===== config.mk =====
export PLATFORM = sky130hd
export DESIGN_NAME = kbd_rx_ctrl_flat
export DESIGN_NICKNAME = d
export VERILOG_FILES = /design/src/rtl/kbd_rx_ctrl_if.sv /design/src/rtl/kbd_rx_ctrl.sv /design/src/flat_wrapper.sv
export SDC_FILE = /design/constraint.sdc
export NUM_CORES = 1
export LEC_CHECK = 0
export BUFFER_PORTS_ARGS = -buffer_cell sky130_fd_sc_hd__buf_2
export CAP_MARGIN = 20
export CORE_MARGIN = 8
export CORE_UTILIZATION = 30
export CTS_CLUSTER_SIZE = 20
export DETAILED_ROUTE_END_ITERATION = 6
export SLEW_MARGIN = 20
export SYNTH_ARGS = -nofsm -noshare
export SYNTH_HDL_FRONTEND = slang
export SYNTH_SLANG_ARGS = --single-unit

===== constraint.sdc =====
create_clock -name clk -period 2.1 [get_ports clk]
set_clock_uncertainty 0.1 [all_clocks]
set_input_delay 0.21 -clock clk [delete_from_list [all_inputs] [get_ports clk]]
set_output_delay 0.21 -clock clk [all_outputs]
set_load 0.03 [all_outputs]

===== src/rtl/kbd_rx_ctrl_if.sv =====
// Keyboard receive bus between the device block (master) and kbd_rx_ctrl (slave).
// Optional macro KBD_IRQ_EN adds kb_ie / kb_irq.
interface kbd_rx_ctrl_if;
  logic        rx;
  logic        kbdr_rd;
  logic        err_clr;
  logic [15:0] kbdr;
  logic        kbrdy;
  logic        kb_overrun;
  logic        kb_ferr;
`ifdef KBD_IRQ_EN
  logic        kb_ie;
  logic        kb_irq;

  modport master (output rx, kbdr_rd, err_clr, kb_ie,
                  input  kbdr, kbrdy, kb_overrun, kb_ferr, kb_irq);
  modport slave  (input  rx, kbdr_rd, err_clr, kb_ie,
                  output kbdr, kbrdy, kb_overrun, kb_ferr, kb_irq);
`else
  modport master (output rx, kbdr_rd, err_clr,
                  input  kbdr, kbrdy, kb_overrun, kb_ferr);
  modport slave  (input  rx, kbdr_rd, err_clr,
                  output kbdr, kbrdy, kb_overrun, kb_ferr);
`endif
endinterface


===== src/rtl/kbd_rx_ctrl.sv =====
// 8N1 keyboard receiver with small FIFO presenting KBDR/KBSR[15] to the LC-3 device block.
// Optional macro KBD_IRQ_EN adds the registered kb_irq = kb_ie & kbrdy.
module kbd_rx_ctrl #(
  parameter int unsigned CLK_DIV    = 16,
  parameter int unsigned FIFO_DEPTH = 4
) (
  input logic          clk,
  input logic          rst,
  kbd_rx_ctrl_if.slave bus
);
  localparam int unsigned DW = $clog2(CLK_DIV);
  localparam int unsigned PW = $clog2(FIFO_DEPTH);
  localparam int unsigned CW = PW + 1;
  localparam logic [DW-1:0] DIV_HALF = DW'(CLK_DIV / 2 - 1);
  localparam logic [DW-1:0] DIV_LAST = DW'(CLK_DIV - 1);
  localparam logic [CW-1:0] CNT_FULL = CW'(FIFO_DEPTH);

  typedef enum logic [1:0] {IDLE, START, DATA, STOP} state_e;

  state_e          state_q, state_d;
  logic            rx_s1_q, rx_s2_q;
  logic [DW-1:0]   div_q, div_d;
  logic [2:0]      bit_q, bit_d;
  logic [7:0]      shift_q, shift_d;
  logic            stop_ok, stop_bad;

  logic [7:0]      mem_q [FIFO_DEPTH];
  logic [PW-1:0]   wr_ptr_q, wr_ptr_d, rd_ptr_q, rd_ptr_d;
  logic [CW-1:0]   cnt_q, cnt_d;
  logic            ovr_q, ovr_d, ferr_q, ferr_d;
  logic            full, push, pop, ovr_set;

  always_comb begin
    state_d  = state_q;
    div_d    = div_q + 1'b1;
    bit_d    = bit_q;
    shift_d  = shift_q;
    stop_ok  = 1'b0;
    stop_bad = 1'b0;
    case (state_q)
      IDLE: begin
        div_d = '0;
        if (!rx_s2_q) begin
          state_d = START;
          bit_d   = '0;
        end
      end
      START: begin
        if (div_q == DIV_HALF) begin
          div_d   = '0;
          state_d = rx_s2_q ? IDLE : DATA;
        end
      end
      DATA: begin
        if (div_q == DIV_LAST) begin
          div_d   = '0;
          shift_d = {rx_s2_q, shift_q[7:1]};
          bit_d   = bit_q + 1'b1;
          if (bit_q == 3'd7) state_d = STOP;
        end
      end
      STOP: begin
        if (div_q == DIV_LAST) begin
          div_d    = '0;
          state_d  = IDLE;
          stop_ok  = rx_s2_q;
          stop_bad = !rx_s2_q;
        end
      end
      default: state_d = IDLE;
    endcase
  end

  // A pop in the same cycle frees the slot, so a full FIFO still accepts the push.
  always_comb begin
    full     = (cnt_q == CNT_FULL);
    pop      = bus.kbdr_rd && (cnt_q != '0);
    push     = stop_ok && (!full || pop);
    ovr_set  = stop_ok && full && !pop;
    wr_ptr_d = push ? wr_ptr_q + 1'b1 : wr_ptr_q;
    rd_ptr_d = pop  ? rd_ptr_q + 1'b1 : rd_ptr_q;
    cnt_d    = cnt_q;
    if (push && !pop)      cnt_d = cnt_q + 1'b1;
    else if (pop && !push) cnt_d = cnt_q - 1'b1;
    ovr_d    = ovr_set  ? 1'b1 : (bus.err_clr ? 1'b0 : ovr_q);
    ferr_d   = stop_bad ? 1'b1 : (bus.err_clr ? 1'b0 : ferr_q);
  end

  always_ff @(posedge clk or posedge rst) begin
    if (rst) begin
      rx_s1_q  <= 1'b1;
      rx_s2_q  <= 1'b1;
      state_q  <= IDLE;
      div_q    <= '0;
      bit_q    <= '0;
      shift_q  <= '0;
      wr_ptr_q <= '0;
      rd_ptr_q <= '0;
      cnt_q    <= '0;
      ovr_q    <= 1'b0;
      ferr_q   <= 1'b0;
    end else begin
      rx_s1_q  <= bus.rx;
      rx_s2_q  <= rx_s1_q;
      state_q  <= state_d;
      div_q    <= div_d;
      bit_q    <= bit_d;
      shift_q  <= shift_d;
      wr_ptr_q <= wr_ptr_d;
      rd_ptr_q <= rd_ptr_d;
      cnt_q    <= cnt_d;
      ovr_q    <= ovr_d;
      ferr_q   <= ferr_d;
    end
  end

  // Storage is masked by cnt_q when empty, so it needs no reset.
  always_ff @(posedge clk) begin
    if (push) mem_q[wr_ptr_q] <= shift_q;
  end

  assign bus.kbdr       = (cnt_q != '0) ? {8'h00, mem_q[rd_ptr_q]} : '0;
  assign bus.kbrdy      = (cnt_q != '0);
  assign bus.kb_overrun = ovr_q;
  assign bus.kb_ferr    = ferr_q;

`ifdef KBD_IRQ_EN
  logic irq_q;
  always_ff @(posedge clk or posedge rst) begin
    if (rst) irq_q <= 1'b0;
    else     irq_q <= bus.kb_ie && (cnt_q != '0);
  end
  assign bus.kb_irq = irq_q;
`endif
endmodule

===== src/flat_wrapper.sv =====
// flat-port wrapper written by rule: the top's interface ports become plain ports
module kbd_rx_ctrl_flat 
#(
  parameter int unsigned CLK_DIV    = 16,
  parameter int unsigned FIFO_DEPTH = 4
)
  (clk, rst, bus_rx, bus_kbdr_rd, bus_err_clr, bus_kbdr, bus_kbrdy, bus_kb_overrun, bus_kb_ferr);
  kbd_rx_ctrl_if bus_i ();
  input logic clk;
  input logic rst;
  input wire logic [$bits(bus_i.rx)-1:0] bus_rx;
  input wire logic [$bits(bus_i.kbdr_rd)-1:0] bus_kbdr_rd;
  input wire logic [$bits(bus_i.err_clr)-1:0] bus_err_clr;
  output wire logic [$bits(bus_i.kbdr)-1:0] bus_kbdr;
  output wire logic [$bits(bus_i.kbrdy)-1:0] bus_kbrdy;
  output wire logic [$bits(bus_i.kb_overrun)-1:0] bus_kb_overrun;
  output wire logic [$bits(bus_i.kb_ferr)-1:0] bus_kb_ferr;
  assign bus_i.rx = bus_rx;
  assign bus_i.kbdr_rd = bus_kbdr_rd;
  assign bus_i.err_clr = bus_err_clr;
  assign bus_kbdr = bus_i.kbdr;
  assign bus_kbrdy = bus_i.kbrdy;
  assign bus_kb_overrun = bus_i.kb_overrun;
  assign bus_kb_ferr = bus_i.kb_ferr;
  kbd_rx_ctrl #(.CLK_DIV(CLK_DIV), .FIFO_DEPTH(FIFO_DEPTH)) u_core (.clk(clk), .rst(rst), .bus(bus_i));
endmodule

# ---- Yosys cells after proc, flatten, opt, wreduce, memory -nomap -nowiden
# Memory sizes are Yosys's and may differ from the RTL's.
# Index checks and enable logic that the tools add are counted.
dict set report classes {
  n_addsub 6
  eq_ne 12
  mux 25
  reduce_logical 21
}
# op count
set op_table {}
lappend op_table {{$mux W2} 6}
lappend op_table {{$mux W3} 4}
lappend op_table {{$pmux W4 S3} 1}
lappend op_table {{$mux W1} 9}
lappend op_table {{$mux W4} 2}
lappend op_table {{$mux W8} 1}
lappend op_table {{$ne A2 B1 Y1 const B} 4}
lappend op_table {{$pmux W2 S4} 1}
lappend op_table {{$reduce_bool A2 Y1} 4}
lappend op_table {{$add A3 B1 Y3 const B} 2}
lappend op_table {{$eq A3 B3 Y1 const B} 2}
lappend op_table {{$logic_and A1 B1 Y1} 6}
lappend op_table {{$pmux W3 S2} 1}
lappend op_table {{$reduce_and A5 Y1} 1}
lappend op_table {{$add A2 B1 Y2 const B} 2}
lappend op_table {{$add A4 B1 Y4 const B} 1}
lappend op_table {{$eq A2 B2 Y1 const B} 2}
lappend op_table {{$eq A4 B3 Y1 const B} 1}
lappend op_table {{$eq A4 B4 Y1 const B} 1}
lappend op_table {{$logic_not A1 Y1} 4}
lappend op_table {{$reduce_and A3 Y1} 1}
lappend op_table {{$reduce_bool A3 Y1} 1}
lappend op_table {{$sub A3 B1 Y3 const B} 1}
lappend op_table {{$eq A2 B1 Y1 const B} 1}
lappend op_table {{other kinds (5)} 5}
dict set report word_totals {
  regBits 28
  mem_bits_rw 32
  in_bits 5
  out_inout_bits 19
  word_cells 76
  n_memories 1
}
# memory depth word_bits rd rd_ports_with_merged_regs wr line
set memory_table {}
lappend memory_table {u_core.mem_q 4 8 1 0 1 kbd_rx_ctrl.sv:27} ;# logic [7:0] mem_q [FIFO_DEPTH];

# ---- Logic depth before layout (Yosys ltp)
dict set report depth {
  depth_word 8
  mapped_depth 10
}

# ---- Least setup slack after synthesis
# No wires, ideal clock.
dict set report synth_path {
  path_kind {register to register}
  from {register u_core.div_q[0]}
  to {register u_core.cnt_q[2]}
  setup_ns 0.079
  t_arrival_ns 2.151
  setup_slack_ns -0.231
  stages_incl_launch_ff 11
  path_buffers 1
  cell_sequence {dfrtp_1 ha_1 buf_2 nand4_4 nor3_4 ha_1 inv_1 fa_1 xor2_1 nor2_1 xor2_1}
}
dict set report synth_between {
  elab_chain_cells 7
  word_cells_on_any_way 9
}
# item line
set synth_lines {}
lappend synth_lines {{start: declaration} kbd_rx_ctrl.sv:22} ;# logic [DW-1:0] div_q, div_d;
lappend synth_lines {{start signal: assignment} kbd_rx_ctrl.sv:106} ;# div_q <= div_d;
lappend synth_lines {{$eq A4 B4 Y1 *} kbd_rx_ctrl.sv:63} ;# if (div_q == DIV_LAST) begin
lappend synth_lines {{$mux W1 *} kbd_rx_ctrl.sv:63}
lappend synth_lines {{$mux W1 *} kbd_rx_ctrl.sv:40} ;# case (state_q)
lappend synth_lines {{$logic_and A1 B1 Y1 *} kbd_rx_ctrl.sv:78} ;# push = stop_ok && (!full || pop);
lappend synth_lines {{net u_core.push} kbd_rx_ctrl.sv:31} ;# logic full, push, pop, ovr_set;
lappend synth_lines {{$logic_not A1 Y1} kbd_rx_ctrl.sv:84} ;# else if (pop && !push) cnt_d = cnt_q - 1'b1;
lappend synth_lines {{$logic_and A1 B1 Y1} kbd_rx_ctrl.sv:84}
lappend synth_lines {{$reduce_bool A2 Y1 (no source line)} -}
lappend synth_lines {{end signal: assignment} kbd_rx_ctrl.sv:111} ;# cnt_q <= cnt_d;
lappend synth_lines {{end: declaration} kbd_rx_ctrl.sv:29} ;# logic [CW-1:0] cnt_q, cnt_d;
# Mark *: on every way through the listed nets, which the timed path passes. The rest lies on a longest branch.
# A chain may end at the register's enable or synchronous reset.

# ---- Worst setup path after layout
dict set report layout_path {
  from {register u_core.rd_ptr_q[0]}
  to {output port bus_kbdr[6]}
}
dict set report layout_between {
  elab_chain_cells 2
}
# item line
set layout_lines {}
lappend layout_lines {{start: declaration} kbd_rx_ctrl.sv:28} ;# logic [PW-1:0] wr_ptr_q, wr_ptr_d, rd_ptr_q, rd_ptr_d;
lappend layout_lines {{start signal: assignment} kbd_rx_ctrl.sv:110} ;# rd_ptr_q <= rd_ptr_d;
lappend layout_lines {{$mem_v2 Z4 W8} -}
lappend layout_lines {{$mux W8} kbd_rx_ctrl.sv:122} ;# assign bus.kbdr = (cnt_q != '0) ? {8'h00, mem_q[rd_ptr_q]} : '0;
lappend layout_lines {{end: declaration} flat_wrapper.sv:14} ;# output wire logic [$bits(bus_i.kbdr)-1:0] bus_kbdr;
# Every way passes these cells.

==> results.md <==
- # diodes: 0
- Levels on crit path: 4
- Die height: about 110 um
- Post-synth EDFFs: 32
- Pwr/cell area: 1300 nW/um^2
- H-tree lvl count: 3
- CP arrival: 1720 ps
- Cell count after synthesis: 178
- YS warnings: 0
- Total placed cells including tap cells: 307
- Asr flop ratio synth: 0.467
- Syn Std Cell Area: 2670 sq um
- Cts bufs inserted: 9
- Rows: 34
- Wirelength per Cell: 14.1 um
- Minimum clock period: approximately 2000 ps
- Root buffer cell: clkbuf_8
- Via count: ~1500
- Setup TNS: 0 ps
- Initial antenna violation count: 0
- First-pass GRT wire length: around 7.7 mm
- GRT Resource Usage Total: 0.0849
- Setup violators final: 0
- Synth area leaders: edfxtp_1 36%, dfrtp_1 24%, mux4_2 6.8%, mux2_2 3.8%, ha_1 3.8%
- Total global routing overflow: 0
- Syn Area/Cell: 15.0 sq um
- Crit-path cells: buf_12 > mux4_2 > and2_1 > buf_4
- CP endpoint kind: primary output
- Top delay family on crit path: multiplexers
- Synth-to-layout area growth: 22.1%
- IO Port Bufs: 15
- Largest net degree at the start of global routing: 29
- Vias/cell: 4.51
- FILL cells: ~850
- Final nets: approximately 230
- Post-synthesis register bit count: 60
- Drc violations: 0
- Final Hold Fails: 0
- Pleak: 1.35 nW
- Max VDD drop: around 440 uV
- Final ANT Viol Nets: 0
- Crit-path slowest cell: mux4_2
- Max-slew violations: 0
- Area leader, netlist: edfxtp_1
- Most instantiated cells after synthesis: 32 x edfxtp_1, 26 x dfrtp_1, 12 x and2_1
- Clk_lat worst skew: 330 ps
- Crit path kind: register to primary output
- WL final: 4.63 mm
- CTS tree: built
- Proportion of layout cells with a drive suffix above 1: 0.364
- Sequential fraction of the synthesis area: 0.624
- Crit path max fanout: 8
- CTS max path bufs: 2
- RD Place Congestion: approximately 0.74
- Tightest hold margin: approximately 86 ps
- WHS Path Cells: 3
- Worst setup SP type: register
- Num Clock Sinks: 60
- Total of max-cap violations: 0
- Die ar.: 12200 sq um
- Worst-path clk slew: 70 ps
- CP Buf/Inv Count: 2
- CP required: 1790 ps
- 1st-pass router iterations: 4
- Period utilization: 0.968
- Drt first-iter violations: around 80
- Reg2Reg Depth: 8
- Initial core utilization: 0.307
- Worst min path class: primary input to register
- Outcome: completed
- Yosys top cell area share: 0.360
- Top-count cell post-synth: edfxtp_1
- Vias in the first global route: 1559
- Fin cells: 328
- I/O pins: 24
- Synth cell types: 40
- Worst path max stage delay: 510 ps
- Core area: 8680 sq um
- Post-synth top flop: edfxtp_1
- Power Total: 4.24 mW
- Detail Placement HPWL: 3.15 mm
- Max Fclk: roughly 500 MHz
- Layout Utilization: 0.375
- DIE WIDTH: 110 um
-- flip-flops by register name (all words and copies together), names as in the netlist, 2 cells and up, named ones only --
signal	count
u_core.div_q	4
u_core.rd_ptr_q	2
u_core.wr_ptr_q	2
u_core.mem_q	32
u_core.bit_q	3
u_core.cnt_q	3
u_core.shift_q	8
-- layout make-up --
| type | count | area (sq um) | area share |
|---|---|---|---|
| Multi-Input combinational cell | 101 | 950 | 0.292 |
| Timing Repair Buffer | 35 | 267 | 0.0818 |
| Clock buffer | 11 | 131 | 0.0403 |
| Inverter | 8 | 30.0 | 0.00922 |
| Sequential cell | 60 | 1670 | 0.512 |
| Clock inverter | 5 | 77.6 | 0.0238 |
| Tap cell | 108 | 135 | 0.0415 |
-- stage by stage --
step,worst slack [ps],area [sq um]
CTS,4.39,3200
detailed placement,-21.4,2940
global route,-0.317,3260
floorplan,-54.6,2710
finish,68.2,3260
global placement,27.4,2940
-- kinds of logic (layout without fill, tap and decap cells) --
family | Yosys count | in the layout | synth area share
DFF | 60 | 60 | 0.624
xor gates and xnor gates | 7 | 7 | 0.0230
muxes | 20 | 20 | 0.117
adders and majority gates | 9 | 9 | 0.0450
and+or+nand+nor | 37 | 37 | 0.0901
other | 1 | 8 | 0.00141
buffers and inverters | 24 | 59 | 0.0474
AOI/OAI and AO/OA | 20 | 20 | 0.0521
-- worst min-delay path: cells and delay by family --
family | cells | cell delay, ps
AO/OA/AOI/OAI | 1 | 110
buffers and inverters | 2 | 150
-- layout by cell type (no fill, tap or decap), drive strengths merged, types with 2 or more instances in the layout --
cell,instances
a21oi,4
and2,12
buf,33
bufinv,2
clkbuf,11
clkinv,2
conb,8
dfrtp,26
dfstp,2
dlygate4sd3,2
edfxtp,32
ha,8
inv,8
mux2,10
mux2i,2
mux4,8
nand2,7
nand3,6
nor2,3
nor2b,4
o211ai,3
o21ai,3
xnor2,5
xor2,2
-- path summary, 6_finish.rpt --
check,start,end,slack (ps)
hold / removal,bus_err_clr,u_core.bus.kb_ferr,90
setup / recovery,u_core.rd_ptr_q[0],bus_kbdr[6],70
setup reg to reg,u_core.cnt_q[2],u_core.cnt_q[2],100
max in group asynchronous,rst,u_core.rx_s2_q,1200
hold reg to reg,u_core.rx_s1_q,u_core.rx_s2_q,260
min in group asynchronous,rst,u_core.shift_q[3],390
-- layer usage --
layer / vias up / GRT usage / wire [um]
li1: 707 / - / -
met1: 736 / 0.0963 / 1920
met2: 31 / 0.139 / 2380
met3: 6 / 0.0267 / 246
met4: 0 / 0.0485 / 78
met5: - / 0 / 0
-- timing repair --
action | 4_1_cts | 5_1_grt
setup endpoints to repair | 4 | 7
cloned | 0 | 0
resized for setup | 2 | 19
pin swaps | 0 | 1
buffers inserted | 3 | 0
hold buffers | 2 | 0
hold endpoints to repair | 27 | 0
-- report_power, final --
part           total, mW  leakage [nW]  internal [mW]  switching [mW]
Sequential          1.59         0.670           1.40           0.191
Clock               1.09         0.103          0.665           0.429
Combinational       1.56         0.577          0.769           0.786
No activity file was read; power rests on OpenSTA's default activity.
